<file path="src/rtl/speicher_pkg.sv">
// Shared types and constants for the memory-port arbiter.
package speicher_pkg;

  localparam int ADDR_WIDTH_DEFAULT = 32;
  localparam int DATA_WIDTH_DEFAULT = 32;

  typedef enum logic [1:0] {
    IDLE   = 2'd0,
    BUSY   = 2'd1,
    FERTIG = 2'd2
  } zustand_t;

  typedef enum logic [1:0] {
    BEFEHL          = 2'd0,
    DATEN_LADEN     = 2'd1,
    DATEN_SPEICHERN = 2'd2,
    EXTERN          = 2'd3
  } anfrager_t;

endpackage

</file>
<file path="src/rtl/speicher_prioritaet.sv">
// Fixed-priority requester selection with a starvation counter for the
// external master. Only counts while the arbiter is able to grant.
module speicher_prioritaet
  import speicher_pkg::*;
#(
  parameter int HUNGER_LIMIT = 4
) (
  input  logic      Clock,
  input  logic      Reset,
  input  logic      Arbitrieren,
  input  logic      BefehlAnfrage,
  input  logic      DatenLadeAnfrage,
  input  logic      DatenSpeicherAnfrage,
  input  logic      ExternAnfrage,
  output anfrager_t Gewinner,
  output logic      GrantGueltig
);

  localparam int HW = (HUNGER_LIMIT < 1) ? 1 : $clog2(HUNGER_LIMIT + 1);
  localparam logic [HW-1:0] HUNGER_MAX = HW'(HUNGER_LIMIT);

  logic [HW-1:0] hunger;
  logic          externVorrang;

  // Pick the winner: a starved external master overrides the fixed order.
  always_comb begin
    externVorrang = ExternAnfrage && (hunger == HUNGER_MAX);
    GrantGueltig  = Arbitrieren && (BefehlAnfrage || DatenLadeAnfrage ||
                                    DatenSpeicherAnfrage || ExternAnfrage);
    Gewinner      = BEFEHL;
    if (externVorrang)             Gewinner = EXTERN;
    else if (DatenSpeicherAnfrage) Gewinner = DATEN_SPEICHERN;
    else if (DatenLadeAnfrage)     Gewinner = DATEN_LADEN;
    else if (BefehlAnfrage)        Gewinner = BEFEHL;
    else if (ExternAnfrage)        Gewinner = EXTERN;
  end

  // Count arbitrations the external master loses; saturate at the limit.
  always_ff @(posedge Clock) begin
    if (!Reset) begin
      hunger <= '0;
    end else if (Arbitrieren) begin
      if (!ExternAnfrage || (GrantGueltig && (Gewinner == EXTERN))) begin
        hunger <= '0;
      end else if (hunger != HUNGER_MAX) begin
        hunger <= hunger + 1'b1;
      end
    end
  end

endmodule

</file>
<file path="src/rtl/speicher_arbiter.sv">
// Shares the single memory port between instruction fetch, data load/store
// and an external master. One transaction in flight; done pulses per source.
module speicher_arbiter
  import speicher_pkg::*;
#(
  parameter int ADDR_WIDTH     = ADDR_WIDTH_DEFAULT,
  parameter int DATA_WIDTH     = DATA_WIDTH_DEFAULT,
  parameter int TIMEOUT_ZYKLEN = 1023,
  parameter int HUNGER_LIMIT   = 4
) (
  input  logic                    Clock,
  input  logic                    Reset,
  input  logic                    BefehlAnfrage,
  input  logic [ADDR_WIDTH-1:0]   BefehlAdresse,
  output logic [DATA_WIDTH-1:0]   BefehlDaten,
  output logic                    BefehlGeladen,
  input  logic                    DatenLadeAnfrage,
  input  logic                    DatenSpeicherAnfrage,
  input  logic [ADDR_WIDTH-1:0]   DatenAdresse,
  input  logic [DATA_WIDTH-1:0]   DatenSchreibwert,
  input  logic [DATA_WIDTH/8-1:0] DatenMaske,
  output logic [DATA_WIDTH-1:0]   DatenGelesen,
  output logic                    DatenGeladen,
  output logic                    DatenGespeichert,
  input  logic                    ExternAnfrage,
  input  logic                    ExternSchreiben,
  input  logic [ADDR_WIDTH-1:0]   ExternAdresse,
  input  logic [DATA_WIDTH-1:0]   ExternSchreibwert,
  input  logic [DATA_WIDTH/8-1:0] ExternMaske,
  output logic [DATA_WIDTH-1:0]   ExternLesewert,
  output logic                    ExternFertig,
  output logic                    SpeicherAnfrage,
  output logic                    SpeicherSchreiben,
  output logic [ADDR_WIDTH-1:0]   SpeicherAdresse,
  output logic [DATA_WIDTH-1:0]   SpeicherSchreibwert,
  output logic [DATA_WIDTH/8-1:0] SpeicherMaske,
  input  logic [DATA_WIDTH-1:0]   SpeicherLesewert,
  input  logic                    SpeicherBereit,
  output logic                    Zeitueberschreitung
);

  localparam int TW = (TIMEOUT_ZYKLEN < 2) ? 1 : $clog2(TIMEOUT_ZYKLEN);
  localparam logic [TW-1:0] ZEIT_LETZTER =
    TW'((TIMEOUT_ZYKLEN < 1) ? 0 : TIMEOUT_ZYKLEN - 1);

  zustand_t              zustand;
  anfrager_t             besitzer;
  anfrager_t             gewinner;
  logic                  grantGueltig;
  logic [TW-1:0]         zeitZaehler;
  logic                  abbruch;
  logic                  abschluss;
  logic [DATA_WIDTH-1:0] lesewert;

  speicher_prioritaet #(
    .HUNGER_LIMIT(HUNGER_LIMIT)
  ) uPrioritaet (
    .Clock               (Clock),
    .Reset               (Reset),
    .Arbitrieren         (zustand == IDLE),
    .BefehlAnfrage       (BefehlAnfrage),
    .DatenLadeAnfrage    (DatenLadeAnfrage),
    .DatenSpeicherAnfrage(DatenSpeicherAnfrage),
    .ExternAnfrage       (ExternAnfrage),
    .Gewinner            (gewinner),
    .GrantGueltig        (grantGueltig)
  );

  // Completion decision for the BUSY state; an aborted read returns zero.
  always_comb begin
    abbruch   = (TIMEOUT_ZYKLEN != 0) && !SpeicherBereit &&
                (zeitZaehler == ZEIT_LETZTER);
    abschluss = SpeicherBereit || abbruch;
    lesewert  = SpeicherBereit ? SpeicherLesewert : '0;
  end

  // Transaction FSM: latch the grant, hold the memory request, pulse done.
  always_ff @(posedge Clock) begin
    if (!Reset) begin
      zustand             <= IDLE;
      besitzer            <= BEFEHL;
      zeitZaehler         <= '0;
      SpeicherAnfrage     <= 1'b0;
      SpeicherSchreiben   <= 1'b0;
      SpeicherAdresse     <= '0;
      SpeicherSchreibwert <= '0;
      SpeicherMaske       <= '0;
      BefehlDaten         <= '0;
      DatenGelesen        <= '0;
      ExternLesewert      <= '0;
      BefehlGeladen       <= 1'b0;
      DatenGeladen        <= 1'b0;
      DatenGespeichert    <= 1'b0;
      ExternFertig        <= 1'b0;
      Zeitueberschreitung <= 1'b0;
    end else begin
      BefehlGeladen       <= 1'b0;
      DatenGeladen        <= 1'b0;
      DatenGespeichert    <= 1'b0;
      ExternFertig        <= 1'b0;
      Zeitueberschreitung <= 1'b0;
      case (zustand)
        IDLE: begin
          if (grantGueltig) begin
            zustand         <= BUSY;
            besitzer        <= gewinner;
            zeitZaehler     <= '0;
            SpeicherAnfrage <= 1'b1;
            case (gewinner)
              BEFEHL: begin
                SpeicherAdresse     <= BefehlAdresse;
                SpeicherSchreiben   <= 1'b0;
                SpeicherSchreibwert <= '0;
                SpeicherMaske       <= '1;
              end
              DATEN_LADEN: begin
                SpeicherAdresse     <= DatenAdresse;
                SpeicherSchreiben   <= 1'b0;
                SpeicherSchreibwert <= '0;
                SpeicherMaske       <= '1;
              end
              DATEN_SPEICHERN: begin
                SpeicherAdresse     <= DatenAdresse;
                SpeicherSchreiben   <= 1'b1;
                SpeicherSchreibwert <= DatenSchreibwert;
                SpeicherMaske       <= DatenMaske;
              end
              EXTERN: begin
                SpeicherAdresse     <= ExternAdresse;
                SpeicherSchreiben   <= ExternSchreiben;
                SpeicherSchreibwert <= ExternSchreiben ? ExternSchreibwert : '0;
                SpeicherMaske       <= ExternSchreiben ? ExternMaske : '1;
              end
            endcase
          end
        end
        BUSY: begin
          if (abschluss) begin
            zustand             <= FERTIG;
            SpeicherAnfrage     <= 1'b0;
            SpeicherSchreiben   <= 1'b0;
            Zeitueberschreitung <= abbruch;
            case (besitzer)
              BEFEHL: begin
                BefehlDaten   <= lesewert;
                BefehlGeladen <= 1'b1;
              end
              DATEN_LADEN: begin
                DatenGelesen <= lesewert;
                DatenGeladen <= 1'b1;
              end
              DATEN_SPEICHERN: begin
                DatenGespeichert <= 1'b1;
              end
              EXTERN: begin
                if (!SpeicherSchreiben) ExternLesewert <= lesewert;
                ExternFertig <= 1'b1;
              end
            endcase
          end else begin
            zeitZaehler <= zeitZaehler + 1'b1;
          end
        end
        FERTIG: begin
          zustand <= IDLE;
        end
        default: begin
          zustand <= IDLE;
        end
      endcase
    end
  end

endmodule

</file>
<file path="config.mk">
export PLATFORM = sky130hd
export DESIGN_NAME = speicher_arbiter
export DESIGN_NICKNAME = d
export VERILOG_FILES = /design/src/rtl/speicher_pkg.sv /design/src/rtl/speicher_prioritaet.sv /design/src/rtl/speicher_arbiter.sv
export SDC_FILE = /design/constraint.sdc
export NUM_CORES = 1
export LEC_CHECK = 0
export ABC_AREA = 1
export BUFFER_PORTS_ARGS = -buffer_cell sky130_fd_sc_hd__buf_4
export CORE_AREA = 2 2 148 150
export DETAILED_ROUTE_END_ITERATION = 7
export DIE_AREA = 0 0 150 152
export HOLD_SLACK_MARGIN = 0.08
export PLACE_DENSITY = 0.71
export SETUP_SLACK_MARGIN = 0.2
export SYNTH_ARGS = -nofsm -noshare
export SYNTH_HDL_FRONTEND = slang
export SYNTH_SLANG_ARGS = --single-unit
</file>
<file path="constraint.sdc">
create_clock -name Clock -period 3.4 [get_ports Clock]
set_clock_uncertainty 0.2 [all_clocks]
set_input_delay 0.51 -clock Clock [delete_from_list [all_inputs] [get_ports Clock]]
set_output_delay 0.51 -clock Clock [all_outputs]
set_load 0.05 [all_outputs]
</file>
Word level (Yosys, flattened, before mapping)
Cells that the tools add are included.
{ "totals": {"regBits": 188, "output_inout_bits": 171, "elab_cells": 89} }
{ "classes": {"n_mux": 29, "reduce_logical": 27, "n_eq_ne": 13, "n_addsub": 2, "bitwise_logic": 1} }
{ "ops": {"columns": ["op", "count"], "rows": [
  ["one-hot mux 32 bit (3 select lines)", 2],
  ["two-way mux 32 bit", 2],
  ["two-way mux 10 bit", 2],
  ["one-hot mux 10 bit (2 select lines)", 1],
  ["AND reduction 3 bit", 5],
  ["two-way mux 2 bit", 7],
  ["one-hot mux 4 bit (3 select lines)", 1],
  ["adder 10 x 1 -> 10 bit, second input constant", 1],
  ["equality test 10 bit, second input constant", 1],
  ["equality test 2 bit, second input constant", 4],
  ["two-way mux 1 bit", 7],
  ["equality test 2 x 1 -> 1 bit, second input constant", 3],
  ["zero test 2 bit", 3],
  ["two-way mux 3 bit", 2],
  ["inequality test 2 bit, second input constant", 3],
  ["AND reduction 2 bit", 3],
  ["logical OR 1 bit", 5],
  ["logical AND 1 bit", 4],
  ["two-way mux 4 bit", 1],
  ["one-hot mux 1 bit (2 select lines)", 2],
  ["one-hot mux 2 bit (2 select lines)", 1],
  ["AND reduction 4 bit", 1],
  ["nonzero test 2 bit", 2],
  ["OR reduction 2 bit", 2],
  ["other kinds (6)", 7]
]} }

Depth between registers and ports, before layout
Gate-level depths: netlist of run 1.
{ "depth": {"depth_word": 10, "mapped_depth": 12, "depth_no_buf": 10} }

By module
From an unflattened synthesis of run 1, not the netlist that was laid out.
{ "unflattened": {"cells_unflattened": 1346, "hier_area_um2": 9014.9} }
{ "by_module_without_submodules": {"columns": ["module", "instances", "area_per_inst_um2", "cells_each"], "rows": [
  ["speicher_arbiter", 1, 8779.7, 1309],
  ["speicher_prioritaet", 1, 235.2, 37]
]} }

Worst setup path after synthesis of run 1
No wires, ideal clock.
{ "synth_timing": {"path_kind": "input to register", "from": "input port ExternAnfrage", "to": "register SpeicherAdresse[10]", "t_arrival_ns": 1.967, "path_stages": 11, "path_slack_ns": 1.164, "required_time_ns": 3.130, "cell_sequence": "inv_1 nor2_1 o21ai_0 nand2_1 inv_1 ha_1 inv_1 clkbuf_1 a22oi_1 or2_2 a21oi_1"} }
{ "synth_between": {"elab_chain_cells": 8, "word_cells_on_any_way": 15, "classes_between": "3 x eq/ne; 6 x mux; 6 x reduce/logical"} }
{ "synth_lines": {"columns": ["item", "line_no", "rtl"], "rows": [
  ["start, declared", "speicher_arbiter.sv:25", "input logic ExternAnfrage,"],
  ["two-way mux 2 bit", "speicher_prioritaet.sv:35", "else if (ExternAnfrage) Gewinner = EXTERN;"],
  ["two-way mux 2 bit", "speicher_prioritaet.sv:34", "else if (BefehlAnfrage) Gewinner = BEFEHL;"],
  ["two-way mux 2 bit", "speicher_prioritaet.sv:33", "else if (DatenLadeAnfrage) Gewinner = DATEN_LADEN;"],
  ["two-way mux 2 bit", "speicher_prioritaet.sv:32", "else if (DatenSpeicherAnfrage) Gewinner = DATEN_SPEICHERN;"],
  ["two-way mux 2 bit *", "speicher_prioritaet.sv:31", "if (externVorrang) Gewinner = EXTERN;"],
  ["via gewinner[0]", "speicher_arbiter.sv:48", "anfrager_t gewinner;"],
  ["equality test 2 bit / equality test 2 x 1 -> 1 bit (equally long branches)", "speicher_arbiter.sv:109", "case (gewinner)"],
  ["OR reduction 2 bit (no line)", null, null],
  ["one-hot mux 32 bit (3 select lines) *", "speicher_arbiter.sv:109", null],
  ["end signal, assigned", "speicher_arbiter.sv:111", "SpeicherAdresse <= BefehlAdresse;"],
  ["end signal, assigned", "speicher_arbiter.sv:117", "SpeicherAdresse <= DatenAdresse;"],
  ["end signal, assigned", "speicher_arbiter.sv:123", "SpeicherAdresse <= DatenAdresse;"],
  ["end, declared", "speicher_arbiter.sv:34", "output logic [ADDR_WIDTH-1:0] SpeicherAdresse,"]
]} }
The timed path passes the listed nets; every way through them passes the cells marked *.
A chain may end at the register's enable or synchronous reset.

Final worst setup path of run 1
{ "layout_timing": {"from": "register uPrioritaet.hunger[0]", "to": "register SpeicherSchreibwert[26]"} }
{ "layout_between": {"elab_chain_cells": 6, "word_cells_on_any_way": 9, "classes_between": "4 x eq/ne; 2 x mux; 3 x reduce/logical"} }
{ "layout_lines": {"columns": ["item", "line_no", "rtl"], "rows": [
  ["start, declared", "speicher_prioritaet.sv:22", "logic [HW-1:0] hunger;"],
  ["start signal, assigned", "speicher_prioritaet.sv:46", "hunger <= hunger + 1'b1;"],
  ["equality test 3 bit *", "speicher_prioritaet.sv:27", "externVorrang = ExternAnfrage && (hunger == HUNGER_MAX);"],
  ["logical AND 1 bit *", "speicher_prioritaet.sv:27", null],
  ["two-way mux 2 bit *", "speicher_prioritaet.sv:31", null],
  ["via gewinner[1]", "speicher_arbiter.sv:48", null],
  ["equality test 2 x 1 -> 1 bit / zero test 2 bit (equally long branches)", "speicher_arbiter.sv:109", null],
  ["OR reduction 2 bit (no line)", null, null],
  ["one-hot mux 32 bit (3 select lines) *", "speicher_arbiter.sv:109", null],
  ["end signal, assigned", "speicher_arbiter.sv:125", "SpeicherSchreibwert <= DatenSchreibwert;"],
  ["end signal, assigned", "speicher_arbiter.sv:131", "SpeicherSchreibwert <= ExternSchreiben ? ExternSchreibwert : '0;"],
  ["end, declared", "speicher_arbiter.sv:35", "output logic [DATA_WIDTH-1:0] SpeicherSchreibwert,"]
]} }
Marks and branches as above.

==> metrics.md, run 1 <==
| Metric | Value |
|---|---|
| Placeable Area | between 20,000 and 25,000 um^2 |
| Area grow syn2layout | 41.1% |
| Worst Hold Endpoint | SpeicherAdresse[17] |
| CP max stage cell | inv_1 |
| Clock root cell | clkbuf_16 |
| Number of CTS-inserted buffers | 17 |
| Max_cap viols | 0 |
| Worst Setup Slack, final | roughly 720 ps |
| RSZ-0062 raised after global routing | no |
| PD cells | 478 nW/um^2 |
| Synth Area in Simple Gates | 29.2% |
| Largest net degree at the start of global routing | 75 |
| Final nets | approximately 1,800 |
| Maximum clock insertion buffer count | 2 |
| Final hold vios | 0 |
| Slew Limit Fails | 0 |
| Setup bufs post-CTS | 0 |
| Worst r2r src | uPrioritaet.hunger[0] |
| Post-CTS Hold Fix Bufs | 0 |
| Initial Util | just over 40% |
| CP arrival | between 2000 and 3000 ps |
| CP required | roughly 3500 ps |
| Most common cell after layout, fill and taps aside | buf_4 |
| Via Count | 9,129 |
| Antenna viol nets, final | 0 |
| Synth warn | 0 |
| Hold path depth | 3 |
| Die Ht | roughly 150 um |
| Std cell rows | between 50 and 60 |
| Worst R2R End | SpeicherSchreibwert[26] |
| GRT Resource Usage Total | between 20% and 30% |
| N_diodes | 0 |
| Post-Synth XOR/XNOR Area | 0.100% |
| Gpl congestion | slightly above 0.9 |
| Vias/cell | approximately 4.8 |
| Filler Cells Inserted | around 2,100 |
| Hold crit path type | in2reg |
| Largest family of logic cells by synthesized area | simple AND/OR/NAND/NOR gates |
| Pre-CTS WS | 652 ps |
| Most frequent cells in the layout | buf_4, nand2_1, dfxtp_1 |
| Post-route minimum period | approximately 2700 ps |
| WL per Instance | ~15 um |
| Clock edge transition at the registers on the reported setup and hold paths | around 80 ps |
| Leakage | around 6.3 nW |
| Sink Count | roughly 190 |
| Worst vdd ir | 0.000306 V |
| Sequential fraction of the synthesis area | around 43% |
| # port buffers | around 380 |
| Total Neg Setup Slack | 0 ps |
| Final wirelength | between 20 and 30 mm |
| DRC | 0 |
| Total grt overflow | 0 |
| Layout cell share with drive strength beyond 1 | between 20 and 30% |
| Slew margin rel. | approximately a quarter |
| Die Wd | around 150 um |
| Slowest stage delay, CP | roughly 800 ps |
| Critical path capture point type | flip-flop |
| Crit share post-route | between 70% and 80% |
| Fmax | 0.373 GHz |
| # setup viols final | 0 |
| Net Count, Synth | around 1,500 |
| CTS tree | built |
| Post-cts resize count | 0 |
| Compound-Gate Fraction of Synth Area | 15.7% |
| Number of distinct library cells after synthesis | 29 |
| R2R Setup Slk | about 720 ps |
| Dpl hpwl | between 20 and 25 mm |
| Area share of fa/ha/maj cells after synthesis | under 10% |
| HP Start | BefehlAdresse[17] |
| Register bit total from synthesis | between 150 and 200 |
| Mapped cell area | about 8800 um^2 |
| Io pins | 379 |
| Ordered cell list for the critical path | inv_1 -> ha_1 -> nand3_1 -> nand3_1 -> ha_1 -> nand2_1 -> inv_1 -> a22o_1 -> nand2_1 -> a21oi_1 |
| Worst setup path class | reg2reg |
| Initial antenna violation count | 0 |
| Post-synthesis mux area share | 0% |
| CP startpoint kind | flip-flop |
| Global-route wire length before repair | around 44 mm |
| DRT Pass-1 Iters | 4 |
| Run status | completed |
| Worst R2R Path Depth | 10 |
| Crit path buf inv count | 2 |
| Worst Max-Slew Pin Slew | roughly 1100 ps |
| Vias in the first global route | roughly 8,400 |
| Cells after synthesis | about 1,300 |
| Avg Inst Size Synth | 6.77 um^2 |
| Initial drt markers | roughly 380 |
| CP delay by family, top | buffers and inverters |
| Htree depth | 4 |
| Worst Path Max Fanout | 33 |
| Die area | approximately 23,000 um^2 |
| Worst-Skew Late Latency | 410 ps |
how the worst max path moves through the flow:
stage / start / end / depth (start not counted)
final: uPrioritaet.hunger[0] / SpeicherSchreibwert[26] / 10
after global routing: uPrioritaet.hunger[0] / SpeicherSchreibwert[28] / 10
after global placement: ExternAnfrage / SpeicherSchreibwert[20] / 11
after floorplan: ExternAnfrage / SpeicherAdresse[10] / 11
after CTS: uPrioritaet.hunger[0] / SpeicherSchreibwert[26] / 10
after detailed placement: ExternAnfrage / SpeicherSchreibwert[26] / 11
per-stage QoR:
stage	cells	instance area, um^2	util (%)	power (W)	hold slack, ps
after detailed placement	1889	11800	55.1	0.00391	254
after global routing	1919	12300	57.8	0.00617	168
after floorplan	1294	8750	-	0.00337	241
after global placement	1889	11800	55.1	0.00389	249
after CTS	1919	12300	57.8	0.00596	156
final	1919	12300	57.8	0.00591	173
power breakdown:
| group | internal (W) | switching [W] |
|---|---|---|
| sequential | 0.00232 | 0.0000699 |
| combinational | 0.000518 | 0.000945 |
| clock | 0.00117 | 0.000883 |
cells by family (layout without fill, tap and decap cells):
kind of cell               count (synthesis)  count (layout)
buffers and inverters                    246             591
and+or+nand+nor                          623             623
DFF                                      188             188
adders and majority gates                  7               7
xor gates and xnor gates                   1               1
AOI/OAI and AO/OA                        229             229
routing by layer:
metal / vias up / global-route usage [%] / wire, um
met3: 41 / 6.58 / 2280
met4: 0 / 9.03 / 962
li1: 4707 / - / -
met2: 303 / 40.1 / 13600
met5: - / 0 / 0
met1: 4078 / 29.7 / 11800
cell usage after synthesis, drive strengths merged:
cell type	number	share of area, %
dfxtp	188	43
or2	32	2.3
buf	30	1.8
o21ai	2	0.11
a22o	32	3.2
ha	7	1.0
nand3	29	1.9
nand2	396	17
inv	166	7.1
a211oi	6	0.51
a22oi	32	2.7
o21bai	3	0.26
o2111ai	1	0.10
nor3b	2	0.17
nor3	4	0.29
xor2	1	0.10
a21oi	153	8.7
nand4	13	0.93
nor2	147	6.5
clkbuf	50	2.1
area by class of cell:
class	count	area, um^2	share of cell area (%)
multi-input combinational	860	4040	32.7
clock buffer	18	429	3.48
tap	280	350	2.84
clock inverter	12	165	1.34
inverter	166	623	5.05
timing repair buffer	395	2980	24.1
sequential	188	3760	30.5
state kept, by name, indices dropped and copies added, names as in the netlist, 2 cells and up:
register / flops
SpeicherSchreibwert: 32
zeitZaehler: 10
SpeicherMaske: 4
zustand: 2
uPrioritaet.hunger: 3
besitzer: 2
ExternLesewert: 32
DatenGelesen: 32
SpeicherAdresse: 32
BefehlDaten: 32
worst reg2reg max path, stage by stage, from the launching register on:
cell     delay (ps)
dfxtp_1         330
inv_1            70
ha_1            150
nand3_1         140
nand3_1         210
ha_1            200
nand2_1          50
inv_1           800
a22o_1          260
nand2_1          50
a21oi_1         150
Note: power is estimated with default switching activity, not from simulation.
==> run 2: changes to the inputs <==
Settings changed: CORE_AREA 2 2 148 150 to 2 2 146 148, DIE_AREA 0 0 150 152 to 0 0 148 150, PLACE_DENSITY 0.71 to 0.76.
Clock period 3.4 ns to 2.4 ns, I/O delays scaled along.
==> run 2 against run 1 <==
- critical path depth up 1
- total power increased by 46%
- critical path type unchanged
- clock-buffer cell count is the same
- largest cell class unchanged
==> metrics.md, run 2 (synthesis results as in run 1) <==
| Metric | Value |
|---|---|
| Highest routing layer actually used | met4 |
| DRC | 0 (unchanged) |
| Final nets | 1,914 (+3.9%) |
| WL per Instance | 15.5 um (+3.9%) |
| Vias/cell | 4.93 (+3.6%) |
| Most frequent cells in the layout | buf_4, nand2_1, dfxtp_1 |
| Initial Util | 42.3% (+1.3 points) |
| Met1 WL | 12.2 mm (+3.5%) |
| Sink Count | 188 (unchanged) |
| Largest net degree at the start of global routing | 65 (-13%) |
| Worst Setup Slack, final | 230 ps (-491 ps) |
| Die area | 22,200 um^2 (-2.6%) |
| Pwr Total | 0.00860 W (+46%) |
| Gpl congestion | 0.893 (-2.3%) |
| Worst-Skew Late Latency | 430 ps (+20 ps) |
| Fmax | 0.461 GHz (+23%) |
| Dpl hpwl | 20.7 mm (+0.36%) |
| Number of CTS-inserted buffers | 17 (unchanged) |
| CP required | 2560 ps (-970 ps) |
| Leakage | 6.66 nW (+6.4%) |
| CP max stage cell | dfxtp_2 |
| DRT Pass-1 Iters | 5 (+1) |
| Htree depth | 4 (unchanged) |
| Crit share post-route | 90.4% (+12 points) |
| Max_cap viols | 0 (unchanged) |
| Via Count | 9,794 (+7.3%) |
| Critical path capture point type | flip-flop |
| Die Wd | 148 um (-1.3%) |
| Slowest stage delay, CP | 330 ps (-470 ps) |
| Total grt overflow | 0 (unchanged) |
| PD cells | 644 nW/um^2 (+35%) |
| Pre-CTS WS | 142 ps (-510 ps) |
| Final hold vios | 0 (unchanged) |
| Die Ht | 150 um (-1.3%) |
| # setup viols final | 0 (unchanged) |
| Worst Max-Slew Pin Slew | 643 ps (-485 ps) |
| Most common cell after layout, fill and taps aside | buf_4 |
| Area grow syn2layout | 52.4% |
| Filler Cells Inserted | 1,851 (-12%) |
| CP arrival | 2330 ps (-480 ps) |
| Ordered cell list for the critical path | inv_1 -> ha_2 -> nand3_4 -> nand2_4 -> inv_2 -> ha_4 -> inv_8 -> clkbuf_16 -> a22oi_1 -> or2_2 -> a21oi_1 |
| Met2 Routed Length | 14.7 mm (+8.2%) |
| Worst Path Max Fanout | 8 (-76%) |
| GRT Resource Usage Total | 25.6% (+1.4 points) |
| Run status | completed |
| Slew margin rel. | 57.1% (+32 points) |
| Slew Limit Fails | 0 (unchanged) |
| Cell area after layout | 13,300 um^2 (+8.1%) |
| Met3 WL | 2.23 mm (-2.2%) |
| Global-route wire length before repair | 45.3 mm (+3.0%) |
| Total Neg Setup Slack | 0 ps (unchanged) |
| Clock edge transition at the registers on the reported setup and hold paths | 80 ps (about the same) |
| Initial antenna violation count | 1 (+1) |
| Worst vdd ir | 0.000480 V (+56%) |
| Worst setup path class | reg2reg |
| Antenna viol nets, final | 0 (unchanged) |
| Initial drt markers | 478 (+25%) |
| Placeable Area | 20,700 um^2 (-3.1%) |
| Post-DP Area | 11,900 um^2 (+1.6%) |
| CP startpoint kind | flip-flop |
| # port buffers | 378 (unchanged) |
| Maximum clock insertion buffer count | 2 (unchanged) |
| Post-route minimum period | 2170 ps (-509 ps) |
| Layout cell share with drive strength beyond 1 | 30.0% (+1.2 points) |
| Final wirelength | 30.8 mm (+7.7%) |
| Vias in the first global route | 9,050 (+8.2%) |
| Clock root cell | clkbuf_16 |
| Io pins | 379 (unchanged) |
| RSZ-0062 raised after global routing | yes |
| CTS tree | built |
| Std cell rows | 53 (-1.9%) |
| Hold crit path type | in2reg |
| Final core occ | 64.5% (+6.7 points) |
==> run 2: cell count changes in the layout (fill, tap and decap cells not counted), moves of 5 or more <==
cell and delta:
a21oi_1 -8, a21oi_2 +8, buf_12 +8, clkbuf_16 +5, dlygate4sd3_1 +50
==> run 2: where the power goes <==
part	internal [W]	switching [W]	leakage, nW
clock	0.00149	0.00138	0.286
combinational	0.000899	0.00143	4.84
sequential	0.00329	0.000100	1.53
total	0.00569	0.00291	6.66
==> run 2: final timing paths <==
path	end	cells past startpoint	from	slack (ps)
max	SpeicherAdresse[31]	11	uPrioritaet.hunger[0]	230
min	SpeicherSchreibwert[9]	4	ExternSchreibwert[9]	90
max reg2reg	SpeicherAdresse[31]	11	uPrioritaet.hunger[0]	230
min reg2reg	ExternLesewert[28]	2	ExternLesewert[28]	260
==> run 2: metal layers <==
metal / global-route usage [%] / vias up
li1: - / 4852
met1: 29.8 / 4444
met2: 42.6 / 412
met3: 5.88 / 86
met4: 15.9 / 0
met5: 0 / -
==> run 2: worst max-delay path: cells and delay by family, from the launching register on <==
kind	cells	cell delay, ps
and+or+nand+nor	3	530
adders and majority gates	2	460
buffers and inverters	4	390
DFF	1	330
AOI/OAI and AO/OA	2	180
==> run 2: repair_timing <==
| item | 4_1_cts | 5_1_grt |
|---|---|---|
| endpoints found under the setup margin | 59 | 121 |
| pin swaps | 0 | 4 |
| resized for setup | 5 | 27 |
| endpoints found under the hold margin | 50 | 0 |
| hold buffers | 50 | 0 |
| gates cloned | 1 | 5 |
| setup buffers | 0 | 3 |
==> run 2: layout make-up <==
class | count | area, um^2 | share of cell area [%]
inverter | 166 | 631 | 4.73
clock buffer | 18 | 429 | 3.22
antenna | 1 | 2.50 | 0.0188
multi-input combinational | 860 | 4150 | 31.1
tap | 275 | 344 | 2.58
clock inverter | 14 | 169 | 1.27
sequential | 188 | 3770 | 28.2
timing repair buffer | 466 | 3850 | 28.9
==> run 2: stage by stage <==
step	hold WS, ps	cells
floorplan	241	1294
global placement	249	1896
detailed placement	252	1896
CTS	80.2	1979
global route	83.6	1988
finish	90.4	1988
